### config.mk
export PLATFORM = sky130hd
export DESIGN_NAME = digit_scan_ctrl_flat
export DESIGN_NICKNAME = d
export VERILOG_FILES = /design/src/rtl/digit_scan_ctrl_pkg.sv /design/src/rtl/digit_scan_ctrl_if.sv /design/src/rtl/digit_scan_ctrl_tick_gen.sv /design/src/rtl/digit_scan_ctrl.sv /design/src/flat_wrapper.sv
export SDC_FILE = /design/constraint.sdc
export NUM_CORES = 1
export LEC_CHECK = 0
export BUFFER_PORTS_ARGS = -buffer_cell sky130_fd_sc_hd__buf_2
export CORE_ASPECT_RATIO = 1.5
export CORE_MARGIN = 5
export CORE_UTILIZATION = 48
export DETAILED_ROUTE_END_ITERATION = 12
export MAX_ROUTING_LAYER = met4
export PLACE_DENSITY = 0.75
export SLEW_MARGIN = 20
export SYNTH_ARGS = -nofsm -noshare
export SYNTH_HDL_FRONTEND = slang
export SYNTH_SLANG_ARGS = --single-unit
### constraint.sdc
create_clock -name clk -period 1.7 [get_ports clk]
set_clock_uncertainty 0.1 [all_clocks]
set_input_delay 0.34 -clock clk [delete_from_list [all_inputs] [get_ports clk]]
set_output_delay 0.34 -clock clk [all_outputs]
set_load 0.03 [all_outputs]
### src/rtl/digit_scan_ctrl_pkg.sv
// Shared widths, display constants and the anode decode used by the digit
// scan controller.
package digit_scan_ctrl_pkg;

  localparam int NUM_DIGITS = 4;
  localparam int DIGIT_W    = 4;
  localparam int SEL_W      = 2;

  localparam logic [NUM_DIGITS-1:0] AN_BLANK = 4'b1111;
  localparam logic [NUM_DIGITS-1:0] AN_RESET = 4'b1110;

  typedef logic [DIGIT_W-1:0] digit_t;
  typedef logic [SEL_W-1:0]   sel_t;

  // Active-low one-hot enable for the selected digit; all dark when disabled.
  function automatic logic [NUM_DIGITS-1:0] an_decode(input sel_t sel, input logic en);
    logic [NUM_DIGITS-1:0] one_hot;
    one_hot = NUM_DIGITS'(1) << sel;
    return en ? ~one_hot : AN_BLANK;
  endfunction

endpackage

### src/rtl/digit_scan_ctrl_if.sv
// Bundle of write-port, scan-enable and display-facing signals of the digit
// scan controller.
//
// Handshake: there is none. wr_en is a single-cycle qualifier sampled on every
// rising edge (no ready/back-pressure); tick is a one-cycle strobe the
// controller raises on the last prescaler cycle of each scan step.
interface digit_scan_if;
  import digit_scan_ctrl_pkg::*;

  logic                  en;
  logic                  wr_en;
  logic [SEL_W-1:0]      wr_addr;
  logic [DIGIT_W-1:0]    wr_data;
  logic [DIGIT_W-1:0]    i0;
  logic [DIGIT_W-1:0]    i1;
  logic [DIGIT_W-1:0]    i2;
  logic [DIGIT_W-1:0]    i3;
  logic [SEL_W-1:0]      s;
  logic [NUM_DIGITS-1:0] an;
  logic                  tick;

  modport master (
    output en, wr_en, wr_addr, wr_data,
    input  i0, i1, i2, i3, s, an, tick
  );

  modport slave (
    input  en, wr_en, wr_addr, wr_data,
    output i0, i1, i2, i3, s, an, tick
  );

endinterface

### src/rtl/digit_scan_ctrl_tick_gen.sv
// Prescaler: counts enabled cycles modulo DIV and flags the last one.
// Holding en low freezes the count so a paused step resumes where it stopped.
module tick_gen #(
  parameter int DIV   = 4,
  parameter int CNT_W = 16
) (
  input  logic clk,
  input  logic rst,
  input  logic en,
  output logic tick
);

  localparam logic [CNT_W-1:0] LAST = CNT_W'(DIV - 1);

  logic [CNT_W-1:0] cnt_q;
  logic [CNT_W-1:0] cnt_d;

  assign tick = en && (cnt_q == LAST);

  always_comb begin
    cnt_d = cnt_q;
    if (en) begin
      cnt_d = (cnt_q == LAST) ? '0 : cnt_q + CNT_W'(1);
    end
  end

  always_ff @(posedge clk) begin
    if (rst) begin
      cnt_q <= '0;
    end else begin
      cnt_q <= cnt_d;
    end
  end

endmodule

### src/rtl/digit_scan_ctrl.sv
// Digit register file plus rotating scan select for a 4-digit multiplexed
// display; the external 4:1 mux picks i[s] while an lights the matching digit.
module digit_scan_ctrl
  import digit_scan_ctrl_pkg::*;
#(
  parameter int DIV   = 4,
  parameter int CNT_W = 16
) (
  input  logic         clk,
  input  logic         rst,
  digit_scan_if.slave  bus
);

  digit_t dig_q [NUM_DIGITS];
  digit_t dig_d [NUM_DIGITS];
  sel_t   s_q;
  sel_t   s_d;
  logic   tick;

  tick_gen #(
    .DIV   (DIV),
    .CNT_W (CNT_W)
  ) u_tick_gen (
    .clk  (clk),
    .rst  (rst),
    .en   (bus.en),
    .tick (tick)
  );

  always_comb begin
    for (int i = 0; i < NUM_DIGITS; i++) begin
      dig_d[i] = dig_q[i];
    end
    if (bus.wr_en) begin
      dig_d[bus.wr_addr] = bus.wr_data;
    end
    // tick already folds in en, so a frozen scan never advances s.
    s_d = tick ? s_q + SEL_W'(1) : s_q;
  end

  always_ff @(posedge clk) begin
    if (rst) begin
      for (int i = 0; i < NUM_DIGITS; i++) begin
        dig_q[i] <= '0;
      end
      s_q <= '0;
    end else begin
      for (int i = 0; i < NUM_DIGITS; i++) begin
        dig_q[i] <= dig_d[i];
      end
      s_q <= s_d;
    end
  end

  assign bus.i0   = dig_q[0];
  assign bus.i1   = dig_q[1];
  assign bus.i2   = dig_q[2];
  assign bus.i3   = dig_q[3];
  assign bus.s    = s_q;
  assign bus.tick = tick;
  assign bus.an   = an_decode(s_q, bus.en);

endmodule

### src/flat_wrapper.sv
// flat-port wrapper written by rule: the top's interface ports become plain ports
module digit_scan_ctrl_flat import digit_scan_ctrl_pkg::*;
#(
  parameter int DIV   = 4,
  parameter int CNT_W = 16
)
  (clk, rst, bus_en, bus_wr_en, bus_wr_addr, bus_wr_data, bus_i0, bus_i1, bus_i2, bus_i3, bus_s, bus_an, bus_tick);
  digit_scan_if bus_i ();
  input  logic clk;
  input  logic rst;
  input wire logic [$bits(bus_i.en)-1:0] bus_en;
  input wire logic [$bits(bus_i.wr_en)-1:0] bus_wr_en;
  input wire logic [$bits(bus_i.wr_addr)-1:0] bus_wr_addr;
  input wire logic [$bits(bus_i.wr_data)-1:0] bus_wr_data;
  output wire logic [$bits(bus_i.i0)-1:0] bus_i0;
  output wire logic [$bits(bus_i.i1)-1:0] bus_i1;
  output wire logic [$bits(bus_i.i2)-1:0] bus_i2;
  output wire logic [$bits(bus_i.i3)-1:0] bus_i3;
  output wire logic [$bits(bus_i.s)-1:0] bus_s;
  output wire logic [$bits(bus_i.an)-1:0] bus_an;
  output wire logic [$bits(bus_i.tick)-1:0] bus_tick;
  assign bus_i.en = bus_en;
  assign bus_i.wr_en = bus_wr_en;
  assign bus_i.wr_addr = bus_wr_addr;
  assign bus_i.wr_data = bus_wr_data;
  assign bus_i0 = bus_i.i0;
  assign bus_i1 = bus_i.i1;
  assign bus_i2 = bus_i.i2;
  assign bus_i3 = bus_i.i3;
  assign bus_s = bus_i.s;
  assign bus_an = bus_i.an;
  assign bus_tick = bus_i.tick;
  digit_scan_ctrl #(.DIV(DIV), .CNT_W(CNT_W)) u_core (.clk(clk), .rst(rst), .bus(bus_i));
endmodule
# [Word level (Yosys, flattened, before mapping)]
# Memory sizes are Yosys's and may differ from the RTL's.
# Index checks and enable logic that the tools add are counted.
[op_classes] eq_ne=1 bitwise_logic=6 muxes=13 shift=1 reduce_logical=2 addsub=2 n_lt_le_gt_ge=2
[ops] op="$mux W16" count=2
[ops] op="$mux W4" count=6
[ops] op="$add A16 B1 Y16 const B" count=1
[ops] op="$bwmux W16" count=1
[ops] op="$eq A16 B2 Y1 const B" count=1
[ops] op="$demux W4 S2" count=1
[ops] op="$not A4 Y4" count=1
[ops] op="$or A1 B1 Y1" count=4
[ops] op="$shl A1 B2 Y4 const A" count=1
[ops] op="$ge A3 B3 Y1 const B" count=1
[ops] op="$lt A3 B1 Y1 const B" count=1
[ops] op="$mux W1" count=3
[ops] op="$not A2 Y3" count=1
[ops] op="$add A2 B1 Y2 const B" count=1
[ops] op="$logic_and A1 B1 Y1" count=2
[totals] word_cells=30 in_bits=10 ff_bits=18 ram_bits=16 memories=1
[memory_table] memory="u_core.dig_q" depth=4 word_bits=4 rd=4 rd_ports_with_merged_regs=0 wr=4 line_no="digit_scan_ctrl.sv:14" source="digit_t dig_q [NUM_DIGITS];"

# [Longest topological paths before layout]
# Gate-level depths: netlist (run 1).
[depth] depth_word=8 mapped_depth=7

# [By module]
# From an unflattened synthesis (run 1), not the netlist that was laid out.
[unflattened] cells_unflattened=160 area_unflattened_um2=1526.5
[modules_own_cells] module="digit_scan_ctrl" seq_area_each_um2=360.3 area_per_inst_um2=790.8 n_inst=1 cells_each=76
[modules_own_cells] module="tick_gen" seq_area_each_um2=320.3 area_per_inst_um2=735.7 n_inst=1 cells_each=84

# [Least setup slack after synthesis (run 1)]
# Ideal clock, no wire load.
[synth_path] path_kind="register -> output" start="reg u_core.u_tick_gen.cnt_q[0]" end="out bus_tick" required_time_ns=1.260 t_arrival_ns=1.225 stages_incl_launch_ff=4 path_slack_ns=0.035 n_path_buf=0 cell_sequence="dfxtp_1 ha_1 and4bb_2 and4_1"
[synth_between] elab_chain_cells=2
[synth_lines] item="start: declaration" line_no="digit_scan_ctrl_tick_gen.sv:15" source="logic [CNT_W-1:0] cnt_q;"
[synth_lines] item="start signal: assignment" line_no="digit_scan_ctrl_tick_gen.sv:31" source="cnt_q <= cnt_d;"
[synth_lines] item="$eq A16 B2 Y1" line_no="digit_scan_ctrl_tick_gen.sv:18" source="assign tick = en && (cnt_q == LAST);"
[synth_lines] item="$logic_and A1 B1 Y1" line_no="digit_scan_ctrl_tick_gen.sv:18"
[synth_lines] item="end: declaration" line_no="flat_wrapper.sv:21" source="output wire logic [$bits(bus_i.tick)-1:0] bus_tick;"
# Every way passes these cells.

# [Final worst setup path (run 1)]
[layout_path] start="reg u_core.u_tick_gen.cnt_q[1]" end="out bus_tick"
# Same word-level chain as after synthesis.

==> flow_metrics.tcl, run 1 <==
set metrics [dict create \
    die_height_um 79.7 \
    async_flop_share 0 \
    hp-class "input pin to register" \
    wl_um 3360 \
    setup_tns_ns -0.0959 \
    critPathRequiredTime_ns 1.26 \
    p_seq_frac 0.518 \
    status "finished with violations" \
    syn-cell-area_um2 1550 \
    period_share 1.06 \
    vias_per_cell 5.21 \
    yosys_warnings 0 \
    whs_endpoint "u_core.dig_q[2][0]" \
    htreeDepth 2 \
    grtUsageTotal 0.172 \
    worst_ir_drop_vdd_uv 637 \
    grt_overflow 0 \
    drc 0 \
    dieArea_um2 4500 \
    synth.lib_cells_used.distinct 26 \
    synth_flop_cell "dfxtp_1" \
    cts_tree "done" \
    antenna_found_initial 0 \
    fin_ws_ns -0.0959 \
    num_antenna_cells 0 \
    p_sw_w 0.000391 \
    pwr-share-comb 0.103 \
    netlist.area_leader.share 0.438 \
    synthesis.nets 171 \
    rsz0062_at_grt "yes" \
    violations "negative setup slack" \
    place_congestion 0.783 \
    core_um2 3130 \
    dpl.hpwl_um 2590 \
    synth-seq-cells 34 \
    critPathLaunchType "register" \
    drt_iter0_drc 40 \
    tightest_slew_ns 0.439 \
    cts_buffers 5 \
    crit_path_end_kind "primary output" \
    cp.arrival_ns 1.36 \
    fmaxAchievable_mhz 557 \
    vias 1265 \
    switching_share 0.244 \
    area_growth_pct 25.9 \
    seq_area_frac_synth 0.438 \
    nNetsFinal 217 \
    cts_max_path_buffers 2 \
    reg2reg_depth 8 \
    r2r_end "u_core.u_tick_gen.cnt_q[1]" \
    drv_slew 0 \
    r2r_start "u_core.u_tick_gen.cnt_q[1]" \
    nFillCells 265 \
    avgRoutedWirePerCell_um 13.8 \
    synth.area.top_cells "dfxtp_1, mux2i_1, nor2_1, xnor2_1, ha_1" \
    p_leak_nw 0.870 \
    regArea_um2 688 \
    internal_power_w 0.00121 \
    hold_buffers 0 \
    io_buffers 32 \
    grt_pass1_vias 1404 \
    grt_pass1_wl_um 5890 \
    drv_cap 0 \
    grt_start_max_net_pins 19 \
    fp-row-count 25 \
    io_pins 33 \
    final_area_um2 1960 \
    hold_start "bus_wr_data[0]" \
    synth_edf_count 0 \
    placed_area_um2 1790 \
    antenna_left 0 \
    clock-sinks 34 \
    pwr-share-clk 0.379 \
    fin_crit_ns 1.80 \
    drive_gt1_frac 0.345 \
    yosys.area.top_type "dfxtp_1" \
    clkSlewWorstSetupHoldPaths_ns 0.06 \
    hold-path-cell-count 3 \
    syn_inst 156 \
    r2r_slack_ns 0.05 \
    total_power_w 0.00160 \
    root_buffer "clkbuf_8" \
    multi_input_area_um2 832 \
    start_util 0.496 \
    clk_latency_ns 0.28 \
    first_pass_iters 4 \
    slew_headroom 0.706 \
    crit_type "register to primary output" \
    p_per_area_nw_per_um2 818 \
    die_w_um 56.4 \
    worstPathMaxFanout 2 \
    setup_viol 1 \
    hold_violations 0 \
    synth.avg_cell_area_um2 9.95 \
]
[power groups by stage]
stage / Combinational [W] / Clock [W] / Sequential (W)
final: 0.000164 / 0.000607 / 0.000829
after global placement: 0.000152 / 0 / 0.000843
after CTS: 0.000164 / 0.000625 / 0.000830
after floorplan: 0.0000734 / 0 / 0.000873
after global routing: 0.000178 / 0.000672 / 0.000832
after detailed placement: 0.000159 / 0 / 0.000845
[flip-flops by register name, indices dropped and copies added, names as in the netlist]
register	count
u_core.bus.s	2
u_core.dig_q	16
u_core.u_tick_gen.cnt_q	16
[layout make-up]
type / instances / share of cell area
flip-flops and latches: 34 / 0.352
clock buffers: 7 / 0.0441
multi-input cells: 112 / 0.425
clock inverters: 1 / 0.00256
inverters: 4 / 0.00768
well taps: 40 / 0.0256
repair buffers: 45 / 0.143
[cell usage in the layout (no fill, tap or decap), types with 2 or more instances in the layout]
cell type / synthesis / routed
nand3b_1: 2 / 2
dfxtp_1: 34 / 30
nor3_1: 4 / 4
nor4_2: 4 / 4
nor4_1: 3 / 2
nand4_4: 2 / 2
nand3_1: 4 / 4
inv_1: 4 / 4
ha_1: 5 / 4
xor2_1: 3 / 3
xnor2_1: 13 / 13
dfxtp_2: 0 / 3
nand4_1: 3 / 3
buf_4: 1 / 13
mux2i_1: 18 / 18
nand2_1: 8 / 8
nor2_2: 2 / 2
clkbuf_8: 0 / 6
nor2_1: 35 / 35
buf_2: 0 / 30
[metrics by stage]
step	util	worst slack (ns)	cells	hold WS, ns
floorplan	-	0.0349	156	0.384
global placement	0.572	0.121	231	0.369
detailed placement	0.572	0.102	231	0.383
CTS	0.616	-0.0999	241	0.228
global route	0.625	-0.185	243	0.236
finish	0.625	-0.0959	243	0.240
[per-layer routing]
| layer | wire length [um] | part of all wire | up-vias | global-route usage |
|---|---|---|---|---|
| met2 | 1870 | 0.56 | 45 | 0.322 |
| met5 | 0 | 0 | - | - |
| met3 | 176 | 0.052 | 11 | 0.0469 |
| met1 | 1220 | 0.36 | 589 | 0.154 |
| li1 | - | - | 620 | - |
| met4 | 96 | 0.029 | 0 | 0.0903 |
[repair_timing]
action / 4_1_cts / 5_1_grt
endpoints found under the hold margin: 0 / 0
pin swaps: 1 / 2
resized for setup: 8 / 4
buffers inserted: 2 / 2
endpoints found under the setup margin: 2 / 4
gates cloned: 0 / 0
[synthesized netlist by cell type (all sizes together) (3+ instances only)]
master	n
buf	4
dfxtp	34
ha	5
inv	4
mux2i	18
nand2	8
nand3	5
nand4	6
nor2	37
nor3	4
nor4	7
xnor2	13
xor2	3
[worst max-delay path: stages (launching register included)]
cell and delay, ns:
dfxtp_4 0.35, ha_4 0.16, and4bb_2 0.22, and4_1 0.21
buf_6 0.14
[cells by family (layout without fill, tap and decap cells)]
family | Yosys count | count (layout) | synth area share
xor gates and xnor gates | 16 | 16 | 0.0903
adders and majority gates | 5 | 5 | 0.0403
buffers and inverters | 10 | 57 | 0.0435
DFF | 34 | 34 | 0.438
muxes | 18 | 18 | 0.116
and+or+nand+nor | 73 | 73 | 0.272
[how the worst max path moves through the flow]
stage	from	to	slack (ns)	cells past startpoint
finish	u_core.u_tick_gen.cnt_q[1]	bus_tick	-0.1	4
global route	u_core.u_tick_gen.cnt_q[12]	bus_tick	-0.19	3
detailed placement	u_core.u_tick_gen.cnt_q[1]	bus_tick	0.10	4
floorplan	u_core.u_tick_gen.cnt_q[0]	bus_tick	0.03	3
global placement	u_core.u_tick_gen.cnt_q[7]	bus_tick	0.12	3
CTS	u_core.u_tick_gen.cnt_q[0]	bus_tick	-0.1	4
No activity file was read; power rests on OpenSTA's default activity.
==> inputs of run 2 (changes only) <==
--- a/config.mk
+++ b/config.mk
@@ -5,6 +5,7 @@
 export SDC_FILE = /design/constraint.sdc
 export NUM_CORES = 1
 export LEC_CHECK = 0
+export ABC_AREA = 1
 export BUFFER_PORTS_ARGS = -buffer_cell sky130_fd_sc_hd__buf_2
 export CORE_ASPECT_RATIO = 1.5
 export CORE_MARGIN = 5
==> run 2 against run 1 <==
The flow still finishes with violations (negative setup slack). Register-to-register slack gained 0.08 ns. Flip-flop and latch count is the same. Largest power group unchanged. Sequential power grew 1%. Worst hold slack lost 0.0090 ns. Setup slack lost 0.054 ns. Non-clock buffer count shrank 4. Die area grew 2.0%. Power grew 2.6%. Critical endpoint unchanged. Critical path depth grew 4. Count of clock-buffer cells in the layout is the same.
==> flow_metrics.tcl, run 2 <==
set metrics [dict create \
    antenna_left 0 \
    netlist.area_leader.share 0.428 \
    final_common_cell "nor2_1" \
    cts_max_path_buffers 2 \
    status "finished with violations" \
    dieArea_um2 4590 \
    final_area_um2 1980 \
    period_share 1.09 \
    htreeDepth 2 \
    cp_slowest_stage_delay_ns 0.37 \
    syn_inst 223 \
    yosysMostFrequentCell "nor2_1" \
    crit_path_end_kind "primary output" \
    synth.area.top_cells "dfxtp_1, nor2_1, nand2_1, inv_1, o21ai_0" \
    root_buffer "clkbuf_8" \
    critPathLaunchType "register" \
    avgRoutedWirePerCell_um 11.7 \
    worst_path_most_repeated_cell "inv_2" \
    nNetsFinal 284 \
    async_flop_share 0 \
    fin_ws_ns -0.150 \
    violations "negative setup slack" \
    first_pass_iters 4 \
    fmaxAchievable_mhz 541 \
    final_cell_mix "nor2_1, nand2_1, dfxtp_1" \
    worst_ir_drop_vdd_uv 589 \
    placed_area_um2 1810 \
    clock-sinks 34 \
    crit_family "simple AND/OR/NAND/NOR gates" \
    worstPathMaxFanout 4 \
    drive_gt1_frac 0.259 \
    dpl.hpwl_um 2690 \
    yosys_warnings 0 \
    vias 1519 \
    setup_viol 1 \
    worstPathCellList "ha_4, inv_2, nor2_1, nand2_1, nor2_2, nand2_2, inv_2, buf_6" \
    vias_per_cell 4.90 \
    slew_headroom 0.719 \
    route.met2.wl_um 1950 \
    synth.avg_cell_area_um2 7.13 \
    grt_pass1_vias 1532 \
    synth.lib_cells_used.distinct 25 \
    p_leak_nw 0.900 \
    num_antenna_cells 0 \
    cts_tree "done" \
    critPathRequiredTime_ns 1.26 \
    die_height_um 80.5 \
    syn-cell-area_um2 1590 \
    wl_um 3630 \
    p_per_area_nw_per_um2 830 \
    die_w_um 57.0 \
    hold_violations 0 \
    start_util 0.498 \
    total_power_w 0.00164 \
    drt_iter0_drc 24 \
    yosys.area.top_type "dfxtp_1" \
    dr_wl_met3_um 171 \
    place_congestion 0.855 \
    ys_top_cells_by_count "nor2_1, nand2_1, dfxtp_1, inv_1, o21ai_0" \
    drv_slew 0 \
    hp-class "input pin to register" \
    fin_util 0.620 \
    io_pins 33 \
    fp-row-count 25 \
    drv_cap 0 \
    cts_buffers 5 \
    r2r_slack_ns 0.13 \
    clkSlewWorstSetupHoldPaths_ns 0.06 \
    clk_latency_ns 0.29 \
    grtUsageTotal 0.177 \
    synthesis.nets 238 \
    synth-seq-cells 34 \
    seq_area_frac_synth 0.428 \
    grt_start_max_net_pins 20 \
    top_layer_used "met4" \
    fin_crit_ns 1.85 \
    synth_edf_count 0 \
    crit_type "register to primary output" \
    wl_met1_um 1420 \
    synth_flop_cell "dfxtp_1" \
    tightest_slew_ns 0.421 \
    crit_buf_inv 3 \
    cp.arrival_ns 1.41 \
    grt_overflow 0 \
    rsz0062_at_grt "yes" \
    antenna_found_initial 0 \
    grt_pass1_wl_um 6110 \
    core_um2 3190 \
    drc 0 \
    area_growth_pct 24.4 \
    slowest_stage "dfxtp_4" \
    io_buffers 32 \
    nFillCells 305 \
    hold_buffers 0 \
]
[run 2: cell count changes after synthesis, moves of 3 or more]
cell	delta
nor4_1	-3
mux2i_1	-18
nand3_1	+5
inv_1	+21
nand2_1	+32
nor4_2	-4
o21ai_0	+18
a21oi_1	+15
nor2_1	+14
xnor2_1	-12
[run 2: cells by family (layout without fill, tap and decap cells)]
family,Yosys count,in the layout,synth area share
AOI/OAI and AO/OA,35,35,0.118
xor gates and xnor gates,3,3,0.0165
adders and majority gates,5,5,0.0393
buffers and inverters,29,76,0.0747
DFF,34,34,0.428
and+or+nand+nor,117,117,0.323
[run 2: final timing paths]
check                             startpoint                           to  cells after the start
setup / recovery  u_core.u_tick_gen.cnt_q[1]                     bus_tick                      8
hold / removal                           rst   u_core.u_tick_gen.cnt_q[3]                      2
setup reg to reg  u_core.u_tick_gen.cnt_q[1]  u_core.u_tick_gen.cnt_q[14]                     10
hold reg to reg           u_core.dig_q[3][1]           u_core.dig_q[3][1]                      2
[run 2: metal layers]
layer  up-vias  GRT usage
li1        794          -
met1       688      0.165
met2        29      0.317
met3         8     0.0563
met4         0     0.0998
met5         -          -
[run 2: timing repair]
action | CTS | global route
endpoints found under the setup margin | 1 | 4
pin swaps | 0 | 2
buffers inserted | 1 | 5
gates resized for setup | 4 | 9
[run 2: worst reg2reg max path, cell delays in order, from the launching register on]
cell	delay [ns]
dfxtp_4	0.36
ha_4	0.16
inv_2	0.04
nor2_1	0.03
nand2_1	0.08
nor2_2	0.05
buf_4	0.12
buf_4	0.13
a21oi_4	0.26
nand2_1	0.08
nor2_1	0.10
[run 2: through the flow]
step           setup TNS [ns]  instances  hold WS (ns)  setup WS [ns]
3_5_place_dp                0        296         0.335         0.0633
6_report               -0.150        310         0.231         -0.150
5_1_grt                -0.259        310         0.232         -0.259
3_3_place_gp                0        296         0.330          0.103
4_1_cts                -0.130        305         0.234         -0.130
2_1_floorplan               0        223         0.309          0.109
[run 2: layout make-up]
type	count	area [um^2]	share of cell area
Clock inverter	1	5.00	0.00253
Timing Repair Buffer	41	239	0.121
Clock buffer	7	86.3	0.0436
Multi-Input combinational cell	160	806	0.407
Inverter	27	104	0.0525
Sequential cell	34	688	0.348
Tap cell	40	50.0	0.0253
[run 2: where the power goes]
| part | leakage [nW] | internal (W) | total, W | switching [W] |
|---|---|---|---|---|
| Clock | 0.0482 | 0.000326 | 0.000606 | 0.000280 |
| Combinational | 0.573 | 0.0000686 | 0.000197 | 0.000129 |
| Sequential | 0.278 | 0.000823 | 0.000839 | 0.0000162 |
| Total | 0.900 | 0.00122 | 0.00164 | 0.000425 |
